`config.mk`:
```
export PLATFORM = sky130hd
export DESIGN_NAME = hood_mode_ctrl
export DESIGN_NICKNAME = d
export VERILOG_FILES = /design/src/rtl/hood_mode_ctrl.sv
export SDC_FILE = /design/constraint.sdc
export NUM_CORES = 1
export LEC_CHECK = 0
export CELL_PAD_IN_SITES_DETAIL_PLACEMENT = 2
export CELL_PAD_IN_SITES_GLOBAL_PLACEMENT = 2
export CORE_MARGIN = 5
export CORE_UTILIZATION = 29
export CTS_CLUSTER_SIZE = 30
export DETAILED_ROUTE_END_ITERATION = 6
export MAX_ROUTING_LAYER = met4
export PLACE_DENSITY_LB_ADDON = 0.3
export SYNTH_ARGS = -nofsm -noshare
export SYNTH_HDL_FRONTEND = slang
export SYNTH_SLANG_ARGS = --single-unit
export TNS_END_PERCENT = 5
```
`constraint.sdc`:
```
create_clock -name clk -period 2.35 [get_ports clk]
set_input_delay 0.47 -clock clk [delete_from_list [all_inputs] [get_ports clk]]
set_output_delay 0.47 -clock clk [all_outputs]
set_load 0.02 [all_outputs]
```
`src/rtl/hood_mode_ctrl.sv`:
```
// Range-hood mode sequencer: buttons and 1 Hz tick to mode_state,
// with hurricane window, self-clean cycle and run-time tracking.
module hood_mode_ctrl #(
    parameter int unsigned HURR_S         = 60,
    parameter int unsigned CLEAN_S        = 180,
    parameter int unsigned CLEAN_THRESH_S = 36000,
    parameter int unsigned RT_W           = 20
) (
    input  logic            clk,
    input  logic            rst,
    input  logic            tick_1hz,
    input  logic            power_btn,
    input  logic            menu_btn,
    input  logic            lvl1_btn,
    input  logic            lvl2_btn,
    input  logic            lvl3_btn,
    input  logic            clean_btn,
    output logic [2:0]      mode_state,
    output logic [7:0]      remaining_s,
    output logic            hurr_avail,
    output logic            need_clean,
    output logic [RT_W-1:0] run_time_s
);

    typedef enum logic [2:0] {
        ST_STANDBY = 3'b000,
        ST_L1      = 3'b001,
        ST_L2      = 3'b010,
        ST_HURR    = 3'b011,
        ST_CLEAN   = 3'b100,
        ST_OFF     = 3'b111
    } state_e;

    localparam logic [7:0]      HURR_LD  = 8'(HURR_S);
    localparam logic [7:0]      CLEAN_LD = 8'(CLEAN_S);
    localparam logic [RT_W-1:0] RT_MAX   = '1;
    localparam logic [63:0]     THRESH   = 64'(CLEAN_THRESH_S);

    state_e          state_q, state_d;
    logic [7:0]      rem_q, rem_d;
    logic            hurr_avail_q, hurr_avail_d;
    logic            early_q, early_d;
    logic            need_clean_q, need_clean_d;
    logic [RT_W-1:0] run_time_q, run_time_d;
    logic            go_hurr;
    logic            fan_on;

    // Next-state: button arbitration, countdown and run-time accounting
    always_comb begin
        state_d      = state_q;
        rem_d        = rem_q;
        hurr_avail_d = hurr_avail_q;
        early_d      = early_q;
        need_clean_d = need_clean_q | (64'(run_time_q) >= THRESH);
        run_time_d   = run_time_q;
        go_hurr      = 1'b0;
        fan_on       = (state_q == ST_L1) || (state_q == ST_L2) ||
                       (state_q == ST_HURR);

        // Run-time follows the state held before this edge
        if (tick_1hz && fan_on && (run_time_q != RT_MAX)) begin
            run_time_d = run_time_q + 1'b1;
        end

        unique case (state_q)
            ST_OFF: begin
                if (power_btn) begin
                    state_d      = ST_STANDBY;
                    hurr_avail_d = 1'b1;
                end
            end
            ST_STANDBY: begin
                if (power_btn) begin
                    state_d = ST_OFF;
                end else if (clean_btn) begin
                    state_d = ST_CLEAN;
                    rem_d   = CLEAN_LD;
                end else if (lvl3_btn && hurr_avail_q) begin
                    go_hurr = 1'b1;
                end else if (lvl2_btn) begin
                    state_d = ST_L2;
                end else if (lvl1_btn) begin
                    state_d = ST_L1;
                end
            end
            ST_L1, ST_L2: begin
                if (power_btn) begin
                    state_d = ST_OFF;
                end else if (menu_btn) begin
                    state_d = ST_STANDBY;
                end else if (lvl3_btn && hurr_avail_q) begin
                    go_hurr = 1'b1;
                end else if (lvl2_btn) begin
                    state_d = ST_L2;
                end else if (lvl1_btn) begin
                    state_d = ST_L1;
                end
            end
            ST_HURR: begin
                if (menu_btn) begin
                    early_d = 1'b1;
                end
                if (tick_1hz) begin
                    if (rem_q == 8'd1) begin
                        rem_d   = 8'd0;
                        state_d = (early_q || menu_btn) ? ST_STANDBY : ST_L2;
                    end else if (rem_q > 8'd1) begin
                        rem_d = rem_q - 8'd1;
                    end
                end
            end
            ST_CLEAN: begin
                if (tick_1hz) begin
                    if (rem_q == 8'd1) begin
                        rem_d        = 8'd0;
                        state_d      = ST_STANDBY;
                        run_time_d   = '0;
                        need_clean_d = 1'b0;
                    end else if (rem_q > 8'd1) begin
                        rem_d = rem_q - 8'd1;
                    end
                end
            end
            default: begin
                state_d = ST_OFF;
            end
        endcase

        // Hurricane entry ignores a coincident tick for the countdown
        if (go_hurr) begin
            state_d      = ST_HURR;
            rem_d        = HURR_LD;
            hurr_avail_d = 1'b0;
            early_d      = 1'b0;
        end
    end

    // State and counter registers with synchronous reset
    always_ff @(posedge clk) begin
        if (rst) begin
            state_q      <= ST_OFF;
            rem_q        <= 8'd0;
            hurr_avail_q <= 1'b1;
            early_q      <= 1'b0;
            need_clean_q <= 1'b0;
            run_time_q   <= '0;
        end else begin
            state_q      <= state_d;
            rem_q        <= rem_d;
            hurr_avail_q <= hurr_avail_d;
            early_q      <= early_d;
            need_clean_q <= need_clean_d;
            run_time_q   <= run_time_d;
        end
    end

    assign mode_state  = state_q;
    assign remaining_s = rem_q;
    assign hurr_avail  = hurr_avail_q;
    assign need_clean  = need_clean_q;
    assign run_time_s  = run_time_q;

endmodule

```
==> impl_metrics.ini <==
[setup_path]
crit_type = in2reg
reg2reg_depth = 5
worstPathMaxFanout = 3
arrival_ns = 2.39
startpoint_type = primary input
endpoint_kind = flip-flop
cp.required_ns = 2.54

[placed_design]
port-buffer-count = 41
gp_congestion = 0.802
dp_hpwl_um = 5400

[power]
p_leak_nw = 0.982
finalPower_mw = 2.46
p_per_area_nw_per_um2 = 885
ir_worst_vdd_uv = 256

[yosys]
syn-num-nets = 266
yosysTopAreaCell = dfxtp_1
synthFlopType = dfxtp_1
syn_inst = 253
synthArstFlopShare_pct = 0
synth_top_area_share_pct = 33.5
syn_area_um2 = 2030
synth_seq_area_share_pct = 33.5
synth_warnings = 0
ys_top_cells_by_area = dfxtp_1 (33%), xnor2_1 (6.5%), nor2_1 (5.2%), nand2_1 (4.6%), a211oi_1 (3.3%)
synth_cell_type_count = 54
synth_seq_cells = 34
postSynthAreaPerCell_um2 = 8.04
synth_edf_count = 0

[clock_tree]
post_cts_buffers = 0
cts_tree = built
clk-insertion-delay-late_ns = 0.29
clk_pin_slew_worst_paths_ns = 0.08
ctsLongestPathBuffers = 2
cts_buffers = 5
cts-root-buf = clkbuf_8
cts-htree-levels = 2
cts_sinks = 34

[layout]
final_nets = 326
area_growth_pct = 36.8
regArea_um2 = 681
fillers = 769
mostFrequentLayoutCell = clkdlybuf4s50_1
antenna_cells = 0
multi_input_area_um2 = 1240
final_core_util_pct = 40.9
final_cell_mix = clkdlybuf4s50_1 (41), dfxtp_1 (34), nor2_1 (28)
drive_gt1_share_pct = 12.4

[timing]
relSlewSlack_pct = 60.6
hold_viol = 0
slew_violations = 0
tightest_slew_ns = 0.587
fmax_mhz = 455
whs_ns = 0.506
fin_crit_sh_pct = 93.5
skew_ns = 0.00670
fin_crit_ns = 2.20
rsz0062_at_grt = no
setup_tns_ns = 0
setup_viol = 0

[route]
first_iter_violations = 55
drc = 0
antenna_left = 0
routed_wl_um = 7140
routedWlPerCell_um = 17.4
vias_per_cell = 5.27
vias = 2160
drtPass1Iterations = 4

[outcome]
status = finished, final reports clean

[floorplanning]
start_util_pct = 29.9
io_pins = 42
rows = 30
dieArea_um2 = 8790
dieWidth_um = 93.7
coreArea_um2 = 6790
die_y_um = 93.7

[grt]
grt_start_max_net_pins = 15
first_global_vias = 2369
gr-total-overflow = 0
grt_util_all_layers_pct = 17.5
grt_pass1_wl_um = 12000
antenna_found_initial = 0

[min_path]
min_path_cells = 2
hold_path.class = reg2reg

[run]
drv_cap = 0
==> path summary, 6_finish.rpt <==
kind                   from             end  slack [ns]
max                tick_1hz  run_time_s[11]        0.15
min          remaining_s[1]  remaining_s[1]        0.51
max reg2reg   mode_state[1]  remaining_s[2]        0.24
min reg2reg  remaining_s[1]  remaining_s[1]        0.51
==> critical path, stage by stage <==
cell,delay [ns]
clkdlybuf4s50_1,0.51
nor2b_1,0.32
buf_4,0.18
nand3_1,0.09
a2111oi_0,0.46
buf_4,0.21
xnor2_1,0.11
nor2_1,0.05
==> synth_stat cells, types with 3 or more instances <==
library cell / count
a211oi_1: 9
dfxtp_1: 34
ha_1: 4
nand3_1: 12
nor2b_1: 3
a31oi_1: 6
and4_1: 5
or3_1: 3
o21ai_0: 8
o211ai_1: 3
xnor2_1: 15
clkbuf_1: 6
nor3_1: 6
nand4_1: 5
nand2_1: 25
nor2_1: 28
inv_1: 12
a21oi_1: 10
or4_1: 6
buf_6: 3
nor4_1: 3
a2111oi_0: 4
==> cell families (layout without fill, tap and decap cells) <==
logic type / Yosys count / count (layout) / share of synthesized area (%)
AO/OA/AOI/OAI: 63 / 63 / 22.3
XOR/XNOR: 15 / 15 / 6.46
adder cells (fa/ha/maj): 4 / 4 / 2.46
buffers and inverters: 23 / 84 / 5.48
flip-flops: 34 / 34 / 33.5
multiplexers: 1 / 1 / 0.492
AND/OR/NAND/NOR: 113 / 113 / 29.4
==> repair_timing <==
action	in CTS	in global routing
gates resized for setup	0	1
hold buffers	0	0
setup endpoints to repair	0	1
==> final cells by class <==
type	count	area share, %
repair buffers	64	21.0
well taps	96	4.32
inverters	12	1.62
clock inverters	2	1.35
multi-input cells	196	44.7
flip-flops and latches	34	24.5
clock buffers	6	2.61
==> routing by layer <==
layer / GRT usage, % / wire length (um) / vias up
met5: - / 0 / -
li1: - / - / 1057
met1: 21.5 / 3270 / 1057
met4: 4.09 / 90 / 0
met3: 2.56 / 174 / 10
met2: 30.3 / 3610 / 36
==> per-stage QoR <==
| stage | instance area (um2) | std cells | worst slack (ns) |
|---|---|---|---|
| 2_1_floorplan | 2030 | 253 | 0.317 |
| 3_3_place_gp | 2670 | 402 | -0.0856 |
| 3_5_place_dp | 2670 | 402 | -0.147 |
| 4_1_cts | 2780 | 410 | 0.134 |
| 5_1_grt | 2780 | 410 | 0.0760 |
| 6_report | 2780 | 410 | 0.153 |
==> power by group <==
part | leakage, nW | switching [mW] | internal (mW)
Sequential | 0.275 | 0.125 | 0.644
Combinational | 0.655 | 0.619 | 0.513
Clock | 0.0514 | 0.245 | 0.317
Total | 0.982 | 0.988 | 1.47
==> state kept, by name, summed over array words and instances (netlist names) <==
register,flops
need_clean,1
early_q,1
remaining_s,8
run_time_s,20
mode_state,3
hurr_avail,1
Note: power is estimated with default switching activity, not from simulation.
